File: src/rtl/i2c_reg_arbiter_if.sv
// Bundle of i2c slave register-port, host req/ack and event-report signals.
// Latency: none, wires only.
// Backpressure: host side waits on host_ack; the i2c side is never stalled.
interface i2c_reg_arbiter_if #(
  parameter int ADDR_WIDTH = 8,
  parameter int DATA_WIDTH = 16
);
  // i2c slave register port
  logic                  i2c_write_en;
  logic [ADDR_WIDTH-1:0] i2c_reg_addr;
  logic [DATA_WIDTH-1:0] i2c_wdata;
  logic [DATA_WIDTH-1:0] i2c_rdata;
  logic                  i2c_busy;
  logic                  i2c_done;
  // local host port
  logic                  host_req;
  logic                  host_we;
  logic [ADDR_WIDTH-1:0] host_addr;
  logic [DATA_WIDTH-1:0] host_wdata;
  logic                  host_ack;
  logic [DATA_WIDTH-1:0] host_rdata;
  logic                  host_err;
  // event reports to local logic
  logic                  upd_valid;
  logic [ADDR_WIDTH-1:0] upd_addr;
  logic                  xfer_done;
  logic                  xfer_dirty;

  // arbiter side
  modport slave (
    input  i2c_write_en, i2c_reg_addr, i2c_wdata, i2c_busy, i2c_done,
    input  host_req, host_we, host_addr, host_wdata,
    output i2c_rdata, host_ack, host_rdata, host_err,
    output upd_valid, upd_addr, xfer_done, xfer_dirty
  );

  // environment side (i2c slave + host + event consumer)
  modport master (
    output i2c_write_en, i2c_reg_addr, i2c_wdata, i2c_busy, i2c_done,
    output host_req, host_we, host_addr, host_wdata,
    input  i2c_rdata, host_ack, host_rdata, host_err,
    input  upd_valid, upd_addr, xfer_done, xfer_dirty
  );
endinterface

File: src/rtl/i2c_reg_arbiter.sv
// Register bank shared by an i2c slave register port (always wins) and a host req/ack port.
// Latency: i2c read 1 cycle, i2c write commits same edge; host ack on 2nd edge after req, +1 per collision.
// Backpressure: i2c never stalls; host is deferred on same-cycle i2c writes and optionally held while i2c_busy.
module i2c_reg_arbiter #(
  parameter int          ADDR_WIDTH   = 8,
  parameter int          DATA_WIDTH   = 16,
  parameter int          NUM_REGS     = 16,
  parameter logic [31:0] RO_MASK      = 32'h0,
  parameter int          HOST_LOCK    = 1,
  parameter int          LOCK_TIMEOUT = 4095
) (
  input  logic                clk,
  input  logic                reset,
  i2c_reg_arbiter_if.slave    bus
);

  localparam int CNT_W = (LOCK_TIMEOUT < 2) ? 1 : $clog2(LOCK_TIMEOUT + 1);

  typedef enum logic [1:0] {
    ST_IDLE   = 2'd0,
    ST_LOCKED = 2'd1,
    ST_ACCESS = 2'd2,
    ST_ACK    = 2'd3
  } state_t;

  // register storage
  logic [DATA_WIDTH-1:0] regs_q [NUM_REGS];
  logic [DATA_WIDTH-1:0] regs_d [NUM_REGS];

  // host FSM state and latched request
  state_t                state_q, state_d;
  logic [CNT_W-1:0]      cnt_q, cnt_d;
  logic [ADDR_WIDTH-1:0] haddr_q, haddr_d;
  logic                  hwe_q, hwe_d;
  logic [DATA_WIDTH-1:0] hwdata_q, hwdata_d;
  logic                  host_ack_q, host_ack_d;
  logic                  host_err_q, host_err_d;
  logic [DATA_WIDTH-1:0] host_rdata_q, host_rdata_d;
  logic                  host_commit;

  // i2c-side outputs and edge detection
  logic [DATA_WIDTH-1:0] i2c_rdata_q, i2c_rdata_d;
  logic                  upd_valid_q, upd_valid_d;
  logic [ADDR_WIDTH-1:0] upd_addr_q, upd_addr_d;
  logic                  xfer_done_q, xfer_done_d;
  logic                  xfer_dirty_q, xfer_dirty_d;
  logic                  dirty_q, dirty_d;
  logic                  busy_dly_q, busy_dly_d;
  logic                  done_dly_q, done_dly_d;

  // decode helpers
  logic                  i2c_wr_ok;
  logic [DATA_WIDTH-1:0] i2c_rd_val;
  logic                  host_hit;
  logic [DATA_WIDTH-1:0] host_rd_val;
  logic                  done_rise;
  logic                  busy_rise;

  // i2c address decode: read mux (0 when out of range) and write qualification (in range, not RO)
  always_comb begin
    i2c_wr_ok  = 1'b0;
    i2c_rd_val = '0;
    for (int i = 0; i < NUM_REGS; i++) begin
      if (bus.i2c_reg_addr == ADDR_WIDTH'(i)) begin
        i2c_rd_val = regs_q[i];
        i2c_wr_ok  = bus.i2c_write_en && !RO_MASK[i];
      end
    end
  end

  // host address decode on the latched address: range hit and pre-write read value
  always_comb begin
    host_hit    = 1'b0;
    host_rd_val = '0;
    for (int i = 0; i < NUM_REGS; i++) begin
      if (haddr_q == ADDR_WIDTH'(i)) begin
        host_hit    = 1'b1;
        host_rd_val = regs_q[i];
      end
    end
  end

  // register next state: only the i2c write and the host commit may modify a register;
  // the FSM never commits in a cycle with i2c_write_en, so the two never coincide
  always_comb begin
    for (int i = 0; i < NUM_REGS; i++) begin
      regs_d[i] = regs_q[i];
      if (i2c_wr_ok && (bus.i2c_reg_addr == ADDR_WIDTH'(i))) begin
        regs_d[i] = bus.i2c_wdata;
      end else if (host_commit && (haddr_q == ADDR_WIDTH'(i))) begin
        regs_d[i] = hwdata_q;
      end
    end
  end

  // i2c read pipeline, write notification, and transfer-end / dirty tracking
  always_comb begin
    done_rise    = bus.i2c_done & ~done_dly_q;
    busy_rise    = bus.i2c_busy & ~busy_dly_q;
    busy_dly_d   = bus.i2c_busy;
    done_dly_d   = bus.i2c_done;
    i2c_rdata_d  = i2c_rd_val;
    upd_valid_d  = i2c_wr_ok;
    upd_addr_d   = i2c_wr_ok ? bus.i2c_reg_addr : upd_addr_q;
    xfer_done_d  = done_rise;
    xfer_dirty_d = done_rise & dirty_q;
    // a write landing on the same edge as a transfer boundary belongs to the new transfer
    dirty_d      = dirty_q;
    if (done_rise || busy_rise) begin
      dirty_d = 1'b0;
    end
    if (i2c_wr_ok) begin
      dirty_d = 1'b1;
    end
  end

  // host FSM: next state, latched request, ack/err/rdata and commit strobe
  always_comb begin
    state_d      = state_q;
    cnt_d        = cnt_q;
    haddr_d      = haddr_q;
    hwe_d        = hwe_q;
    hwdata_d     = hwdata_q;
    host_ack_d   = 1'b0;
    host_err_d   = 1'b0;
    host_rdata_d = host_rdata_q;
    host_commit  = 1'b0;
    case (state_q)
      ST_IDLE: begin
        if (bus.host_req) begin
          haddr_d  = bus.host_addr;
          hwe_d    = bus.host_we;
          hwdata_d = bus.host_wdata;
          if (bus.host_we && (HOST_LOCK != 0) && bus.i2c_busy) begin
            state_d = ST_LOCKED;
            cnt_d   = '0;
          end else begin
            state_d = ST_ACCESS;
          end
        end
      end
      ST_LOCKED: begin
        if (!bus.i2c_busy) begin
          state_d = ST_ACCESS;
        end else if (cnt_q == CNT_W'(LOCK_TIMEOUT)) begin
          host_ack_d = 1'b1;
          host_err_d = 1'b1;
          state_d    = ST_ACK;
        end else begin
          cnt_d = cnt_q + CNT_W'(1);
        end
      end
      ST_ACCESS: begin
        if (!host_hit) begin
          host_ack_d   = 1'b1;
          host_err_d   = 1'b1;
          host_rdata_d = '0;
          state_d      = ST_ACK;
        end else if (hwe_q && bus.i2c_write_en) begin
          // i2c owns this edge; retry next cycle so the host value lands last
          state_d = ST_ACCESS;
        end else begin
          if (hwe_q) begin
            host_commit = 1'b1;
          end else begin
            host_rdata_d = host_rd_val;
          end
          host_ack_d = 1'b1;
          state_d    = ST_ACK;
        end
      end
      ST_ACK: begin
        state_d = ST_IDLE;
      end
      default: begin
        state_d = ST_IDLE;
      end
    endcase
  end

  // register bank storage
  always_ff @(posedge clk or negedge reset) begin
    if (!reset) begin
      for (int i = 0; i < NUM_REGS; i++) begin
        regs_q[i] <= '0;
      end
    end else begin
      for (int i = 0; i < NUM_REGS; i++) begin
        regs_q[i] <= regs_d[i];
      end
    end
  end

  // host FSM and host output registers
  always_ff @(posedge clk or negedge reset) begin
    if (!reset) begin
      state_q      <= ST_IDLE;
      cnt_q        <= '0;
      haddr_q      <= '0;
      hwe_q        <= 1'b0;
      hwdata_q     <= '0;
      host_ack_q   <= 1'b0;
      host_err_q   <= 1'b0;
      host_rdata_q <= '0;
    end else begin
      state_q      <= state_d;
      cnt_q        <= cnt_d;
      haddr_q      <= haddr_d;
      hwe_q        <= hwe_d;
      hwdata_q     <= hwdata_d;
      host_ack_q   <= host_ack_d;
      host_err_q   <= host_err_d;
      host_rdata_q <= host_rdata_d;
    end
  end

  // i2c-side output registers, edge-detect delay flops and dirty flag
  always_ff @(posedge clk or negedge reset) begin
    if (!reset) begin
      i2c_rdata_q  <= '0;
      upd_valid_q  <= 1'b0;
      upd_addr_q   <= '0;
      xfer_done_q  <= 1'b0;
      xfer_dirty_q <= 1'b0;
      dirty_q      <= 1'b0;
      busy_dly_q   <= 1'b0;
      done_dly_q   <= 1'b0;
    end else begin
      i2c_rdata_q  <= i2c_rdata_d;
      upd_valid_q  <= upd_valid_d;
      upd_addr_q   <= upd_addr_d;
      xfer_done_q  <= xfer_done_d;
      xfer_dirty_q <= xfer_dirty_d;
      dirty_q      <= dirty_d;
      busy_dly_q   <= busy_dly_d;
      done_dly_q   <= done_dly_d;
    end
  end

  assign bus.i2c_rdata  = i2c_rdata_q;
  assign bus.host_ack   = host_ack_q;
  assign bus.host_err   = host_err_q;
  assign bus.host_rdata = host_rdata_q;
  assign bus.upd_valid  = upd_valid_q;
  assign bus.upd_addr   = upd_addr_q;
  assign bus.xfer_done  = xfer_done_q;
  assign bus.xfer_dirty = xfer_dirty_q;

endmodule

File: src/flat_wrapper.sv
// flat-port wrapper written by rule: the top's interface ports become plain ports
module i2c_reg_arbiter_flat 
#(
  parameter int          ADDR_WIDTH   = 8,
  parameter int          DATA_WIDTH   = 16,
  parameter int          NUM_REGS     = 16,
  parameter logic [31:0] RO_MASK      = 32'h0,
  parameter int          HOST_LOCK    = 1,
  parameter int          LOCK_TIMEOUT = 4095
)
  (clk, reset, bus_i2c_write_en, bus_i2c_reg_addr, bus_i2c_wdata, bus_i2c_busy, bus_i2c_done, bus_host_req, bus_host_we, bus_host_addr, bus_host_wdata, bus_i2c_rdata, bus_host_ack, bus_host_rdata, bus_host_err, bus_upd_valid, bus_upd_addr, bus_xfer_done, bus_xfer_dirty);
  i2c_reg_arbiter_if #(.ADDR_WIDTH(ADDR_WIDTH), .DATA_WIDTH(DATA_WIDTH)) bus_i ();
  input  logic clk;
  input  logic reset;
  input wire logic [$bits(bus_i.i2c_write_en)-1:0] bus_i2c_write_en;
  input wire logic [$bits(bus_i.i2c_reg_addr)-1:0] bus_i2c_reg_addr;
  input wire logic [$bits(bus_i.i2c_wdata)-1:0] bus_i2c_wdata;
  input wire logic [$bits(bus_i.i2c_busy)-1:0] bus_i2c_busy;
  input wire logic [$bits(bus_i.i2c_done)-1:0] bus_i2c_done;
  input wire logic [$bits(bus_i.host_req)-1:0] bus_host_req;
  input wire logic [$bits(bus_i.host_we)-1:0] bus_host_we;
  input wire logic [$bits(bus_i.host_addr)-1:0] bus_host_addr;
  input wire logic [$bits(bus_i.host_wdata)-1:0] bus_host_wdata;
  output wire logic [$bits(bus_i.i2c_rdata)-1:0] bus_i2c_rdata;
  output wire logic [$bits(bus_i.host_ack)-1:0] bus_host_ack;
  output wire logic [$bits(bus_i.host_rdata)-1:0] bus_host_rdata;
  output wire logic [$bits(bus_i.host_err)-1:0] bus_host_err;
  output wire logic [$bits(bus_i.upd_valid)-1:0] bus_upd_valid;
  output wire logic [$bits(bus_i.upd_addr)-1:0] bus_upd_addr;
  output wire logic [$bits(bus_i.xfer_done)-1:0] bus_xfer_done;
  output wire logic [$bits(bus_i.xfer_dirty)-1:0] bus_xfer_dirty;
  assign bus_i.i2c_write_en = bus_i2c_write_en;
  assign bus_i.i2c_reg_addr = bus_i2c_reg_addr;
  assign bus_i.i2c_wdata = bus_i2c_wdata;
  assign bus_i.i2c_busy = bus_i2c_busy;
  assign bus_i.i2c_done = bus_i2c_done;
  assign bus_i.host_req = bus_host_req;
  assign bus_i.host_we = bus_host_we;
  assign bus_i.host_addr = bus_host_addr;
  assign bus_i.host_wdata = bus_host_wdata;
  assign bus_i2c_rdata = bus_i.i2c_rdata;
  assign bus_host_ack = bus_i.host_ack;
  assign bus_host_rdata = bus_i.host_rdata;
  assign bus_host_err = bus_i.host_err;
  assign bus_upd_valid = bus_i.upd_valid;
  assign bus_upd_addr = bus_i.upd_addr;
  assign bus_xfer_done = bus_i.xfer_done;
  assign bus_xfer_dirty = bus_i.xfer_dirty;
  i2c_reg_arbiter #(.ADDR_WIDTH(ADDR_WIDTH), .DATA_WIDTH(DATA_WIDTH), .NUM_REGS(NUM_REGS), .RO_MASK(RO_MASK), .HOST_LOCK(HOST_LOCK), .LOCK_TIMEOUT(LOCK_TIMEOUT)) u_core (.clk(clk), .reset(reset), .bus(bus_i));
endmodule
File: config.mk
export PLATFORM = sky130hd
export DESIGN_NAME = i2c_reg_arbiter_flat
export DESIGN_NICKNAME = d
export VERILOG_FILES = /design/src/rtl/i2c_reg_arbiter_if.sv /design/src/rtl/i2c_reg_arbiter.sv /design/src/flat_wrapper.sv
export SDC_FILE = /design/constraint.sdc
export NUM_CORES = 1
export LEC_CHECK = 0
export BUFFER_PORTS_ARGS = -buffer_cell sky130_fd_sc_hd__buf_2
export CAP_MARGIN = 20
export CORE_ASPECT_RATIO = 0.6
export CORE_MARGIN = 2
export CORE_UTILIZATION = 35
export DETAILED_ROUTE_END_ITERATION = 10
export SETUP_SLACK_MARGIN = 0.3
export SYNTH_ARGS = -nofsm -noshare
export SYNTH_HDL_FRONTEND = slang
export SYNTH_SLANG_ARGS = --single-unit
File: constraint.sdc
create_clock -name clk -period 3 [get_ports clk]
set_clock_uncertainty 0.05 [all_clocks]
set_input_delay 0 -clock clk [delete_from_list [all_inputs] [get_ports clk]]
set_output_delay 0 -clock clk [all_outputs]
set_load 0.02 [all_outputs]
# --- Word level (Yosys, flattened, before mapping) ---
# Cells that the tools add are included.
totals:
  reg_bits: 343
  elab_cells: 263
  inputBits: 55
op_classes:
  n_reduce_logical: 60
  n_bitwise: 5
  n_mux: 124
  eq_ne: 41
  addsub: 1
op_table:
  columns: ["operator", "n"]
  rows:
  - ["$mux W16", 67]
  - ["$eq A8 B4 Y1 const B", 16]
  - ["$eq A8 B3 Y1 const B", 8]
  - ["$mux W12", 4]
  - ["$mux W1", 44]
  - ["$reduce_bool A2 Y1", 18]
  - ["$logic_and A1 B1 Y1", 34]
  - ["$eq A8 B2 Y1 const B", 4]
  - ["$pmux W12 S2", 1]
  - ["$eq A8 B1 Y1 const B", 2]
  - ["$logic_not A8 Y1", 2]
  - ["$add A12 B1 Y12 const B", 1]
  - ["$eq A12 B12 Y1 const B", 1]
  - ["$mux W2", 5]
  - ["$ne A2 B2 Y1 const B", 5]
  - ["$pmux W2 S4", 1]
  - ["$reduce_and A5 Y1", 1]
  - ["$eq A2 B2 Y1 const B", 2]
  - ["$pmux W1 S2", 2]
  - ["$reduce_and A2 Y1", 2]
  - ["$and A1 B1 Y1", 3]
  - ["$ne A3 B2 Y1 const B", 1]
  - ["$reduce_and A3 Y1", 1]
  - ["$eq A2 B1 Y1 const B", 1]
  - ["4 further kinds", 5]

# --- Depth between registers and ports, before layout ---
logic_depth:
  depth_word: 22
  ltp_mapped: 10
  mapped_depth_nobuf: 7

# --- Worst setup path after synthesis ---
# OpenSTA, ideal clock, no wires.
synth_timing:
  path_kind: "reg-to-reg"
  startpoint: "register u_core.state_q[0]"
  endpoint: "register u_core.regs_q[39] (netlist name)"
  synth_period_minus_slack_ns: 2.369
  path_stages_with_launch: 11
  path_slack_ns: 0.631
  path_buffers: 3
  t_arrival_ns: 2.182
  cell_sequence: "dfrtp_1 -> inv_1 -> ha_1 -> and3b_1 -> buf_2 -> nand2_4 -> buf_6 -> nor3_4 -> buf_4 -> mux2i_1 -> a21oi_1"
synth_between:
  elab_chain_len: 4
synth_rtl:
  columns: ["element", "line_no", "rtl"]
  rows:
  - ["start, declared", "i2c_reg_arbiter.sv:31", "state_t state_q, state_d;"]
  - ["start signal, assigned", "i2c_reg_arbiter.sv:206", "state_q <= state_d;"]
  - ["$eq A2 B2 Y1", "i2c_reg_arbiter.sv:128", "case (state_q)"]
  - ["$mux W1", "i2c_reg_arbiter.sv:128", null]
  - ["$logic_and A1 B1 Y1", "i2c_reg_arbiter.sv:90", "end else if (host_commit && (haddr_q == ADDR_WIDTH'(i))) begin"]
  - ["$reduce_bool A2 Y1 (no source line)", null, null]
  - ["end signal, assigned by index", "i2c_reg_arbiter.sv:189", "regs_q[i] <= regs_d[i];"]
  - ["end, declared", "i2c_reg_arbiter.sv:27", "logic [DATA_WIDTH-1:0] regs_q [NUM_REGS];"]
# No other way between the ends.
# A chain may end at the register's enable or synchronous reset.

# --- Final worst setup path ---
layout_timing:
  startpoint: "register u_core.haddr_q[5]"
  endpoint: "register u_core.host_rdata_q[0], in the netlist u_core.bus.host_rdata[0]"
layout_between:
  elab_chain_len: 20
layout_rtl:
  columns: ["element", "line_no", "rtl"]
  rows:
  - ["start, declared", "i2c_reg_arbiter.sv:33", "logic [ADDR_WIDTH-1:0] haddr_q, haddr_d;"]
  - ["start signal, assigned", "i2c_reg_arbiter.sv:208", "haddr_q <= haddr_d;"]
  - ["$logic_not A8 Y1", "i2c_reg_arbiter.sv:76", "if (haddr_q == ADDR_WIDTH'(i)) begin"]
  - ["$mux W16 (16 in series)", "i2c_reg_arbiter.sv:76", null]
  - ["$mux W16", "i2c_reg_arbiter.sv:163", "if (hwe_q) begin"]
  - ["$mux W16", "i2c_reg_arbiter.sv:159", "end else if (hwe_q && bus.i2c_write_en) begin"]
  - ["$mux W16", "i2c_reg_arbiter.sv:154", "if (!host_hit) begin"]
  - ["end signal, assigned", "i2c_reg_arbiter.sv:213", "host_rdata_q <= host_rdata_d;"]
  - ["end, declared", "i2c_reg_arbiter.sv:38", "logic [DATA_WIDTH-1:0] host_rdata_q, host_rdata_d;"]
# Several ways; a longest one is shown, not always the timed one. The select of a mux whose other input is x is not followed.

==> flow_summary.ini <==
[floorplan]
core_um2 = 57800
rows = 68
initial_core_util_pct = 35.6
ios = 100
dieArea_um2 = 60700
fp.dieH_um = 192
die_x_um = 317

[status]
violations = negative hold slack
status = finished, violations left

[drt]
routedWlPerCell_um = 31.6
drc_errors = 0
vias_per_cell = 6.43
ant_nets = 0
drt_wl_total_um = 98300
drtPass1Iterations = 6
dr.first_iter.drc_count = 3028
dr_total_vias = 19967

[power_and_ir_drop]
irDropWorstVdd_mv = 0.507
powerDensity_nw_per_um2 = 666
p_leak_nw = 10.6
finalPower_mw = 16.3

[synthesis]
netlist_instances = 2183
synth.distinct_cells = 76
synth_compound_area_share_pct = 19.7
synth_xor_area_share_pct = 0.384
yosys.area_share.simple_pct = 14.7
synthFlopType = dfrtp_1
synthAdderAreaFrac_pct = 0.305
synthesis.area_um2 = 20500
ys.warnings.count = 0
post_synth.cell_area_avg_um2 = 9.41
synth_top_family_by_area = compound AO/OA/AOI/OAI gates
synth_nets = 2243
synth_mux_area_share_pct = 18.0
synth_edf_count = 0
async_reset_ff_share_pct = 100
ys_seq_elements = 343
synth-seq-area-share_pct = 41.8

[setup_path]
required_ns = 3.37
path_buf_inv = 1
crit_type = flip-flop to flip-flop
start_kind = flip-flop
cp.arrival_ns = 3.05
crit_family = simple AND/OR/NAND/NOR gates
end_kind = flip-flop
max_stage_delay_ns = 0.57
cpMaxStageDelayCell = or3_1
worstPathMaxFanout = 23
r2r_cells = 6
crit_chain = or4_1 > buf_6 > or3_1 > o21ai_0 > a21oi_1 > o31a_1
cp_num_cells = 6

[global_route]
grt-busiest-layer = met1
grt-ovfl-total = 0
grtUsageTotal_pct = 32.3
grt_util_met1_pct = 50.8
use_met3_pct = 9.75
grt_use_met2_pct = 42.6
grt_start_max_net_pins = 82
antenna_found_initial = 5
grt_pass1_vias = 18574
grt_pass1_wl_um = 140000

[clocking]
clk_pin_slew_ns = 0.07
cts_max_path_buffers = 3
clkLatencyLatePin_ns = 0.57
cts_buffers = 37
htreeDepth = 2
cts.sinks = 343
cts_root_buf = clkbuf_16
tritoncts = done

[place]
place_area_um2 = 22500
dp_hpwl_um = 70600
place.gp.congestion = 1.02
dp.cells = 2983
port_buffers = 99

[final_layout]
fin_nets = 2365
utilization_pct = 42.3
drive_above_1_share_pct = 20.0
area_growth_pct = 18.9
fin_cells = 3106
fin_area_um2 = 24400

[timing]
fin_crit_ns = 2.67
tightest_slew_ns = 1.16
fmax_mhz = 374
drv_slew = 0
hold_viol = 5
relSlewSlack_pct = 22.8
setup_tns_ns = 0
timing.final.crit_share_pct = 89.1
setup_viol = 0
rsz0062_at_grt = no
fin_hold_ws_ns = -0.00747

[run]
maxCapViolations = 0

[min_path]
hp-class = primary input to async pin
==> per-layer routing <==
| metal | wire length, µm | share of wire [%] | vias up |
|---|---|---|---|
| li1 | - | - | 8239 |
| met1 | 45200 | 46 | 10142 |
| met2 | 37900 | 39 | 1447 |
| met3 | 13300 | 14 | 139 |
| met4 | 1850 | 1.9 | 0 |
| met5 | 0 | 0 | - |
==> registers in the layout, indices dropped and copies added, names as in the netlist, 2 cells and up <==
name / cells
u_core.bus.host_rdata: 16
u_core.cnt_q: 12
u_core.bus.i2c_rdata: 16
u_core.hwdata_q: 16
u_core.haddr_q: 8
u_core.bus.upd_addr: 8
u_core.state_q: 2
u_core.regs_q: 256
==> placed cells by master, fill, tap and decap left out, types with 14 or more instances in the layout <==
| cell | n |
|---|---|
| a21o_1 | 26 |
| dlygate4sd3_1 | 47 |
| buf_4 | 142 |
| o21ai_1 | 35 |
| nand2_1 | 227 |
| buf_2 | 97 |
| nor2b_1 | 21 |
| o22ai_1 | 58 |
| inv_1 | 25 |
| clkbuf_16 | 39 |
| nand3_1 | 32 |
| mux4_2 | 46 |
| nor3_2 | 16 |
| a22oi_1 | 38 |
| nand2b_1 | 14 |
| o211ai_1 | 18 |
| o21ai_0 | 136 |
| o2bb2ai_1 | 15 |
| a31oi_1 | 26 |
| nor3_1 | 51 |
| buf_12 | 20 |
| a22o_1 | 32 |
| dfrtp_1 | 341 |
| mux2_2 | 43 |
| a21oi_1 | 122 |
| mux2i_1 | 217 |
| nor2_1 | 193 |
==> cell families (layout without fill, tap and decap cells) <==
logic type / count (synthesis) / count (layout)
multiplexers: 306 / 306
XOR/XNOR: 9 / 9
buffers and inverters: 255 / 405
AO/OA/AOI/OAI: 624 / 624
AND/OR/NAND/NOR: 641 / 641
adder cells (fa/ha/maj): 5 / 5
flip-flops: 343 / 343
other: 0 / 3
==> final timing paths <==
kind                                          start  slack (ns)                        to
max in group asynchronous                     reset        1.84         u_core.regs_q[54]
worst max register to register    u_core.haddr_q[5]        0.33  u_core.bus.host_rdata[0]
worst min-delay path                          reset      -0.007         u_core.regs_q[32]
worst min register to register    u_core.done_dly_q        0.38      u_core.bus.xfer_done
min in group clk                bus_i2c_reg_addr[6]        0.09      u_core.bus.upd_valid
worst max-delay path              u_core.haddr_q[5]        0.33  u_core.bus.host_rdata[0]
==> cell usage after synthesis, drive strengths merged (43+ instances only) <==
cell type / number / area share, %
a21oi: 125 / 3.0
buf: 88 / 2.1
clkbuf: 141 / 2.6
dfrtp: 343 / 42
mux2: 43 / 2.4
mux2i: 217 / 11
mux4: 46 / 5.0
nand2: 230 / 4.3
nor2: 193 / 3.5
nor3: 77 / 2.5
o21ai: 171 / 4.2
o22ai: 58 / 1.8
==> layout make-up <==
| type | count | area (µm²) |
|---|---|---|
| Fill cell | 5583 | 33400 |
| Multi-Input combinational cell | 1585 | 11000 |
| Sequential cell | 343 | 8590 |
| Timing Repair Buffer | 312 | 2490 |
| Clock buffer | 54 | 1120 |
| Tap cell | 770 | 963 |
| Clock inverter | 13 | 179 |
| Inverter | 26 | 97.6 |
| Antenna cell | 3 | 7.51 |
==> report_power, final <==
part           internal [mW]  switching (mW)
combinational           1.85            2.82
sequential              5.04            1.46
clock                   2.95            2.14
==> metrics by stage <==
stage	hold WS [ns]	setup slack, ns
6_report	-0.00747	0.326
5_1_grt	0.0344	0.307
4_1_cts	0.0211	0.211
3_5_place_dp	0.00658	-0.0843
3_3_place_gp	0.00808	-0.165
2_1_floorplan	-0.346	0.631
==> timing repair <==
action	CTS	global route
hold endpoints to repair	466	0
resized for setup	2	7
buffers inserted	1	4
setup endpoints to repair	5	16
hold buffers	47	0
Power figures use the tool's default switching activity.
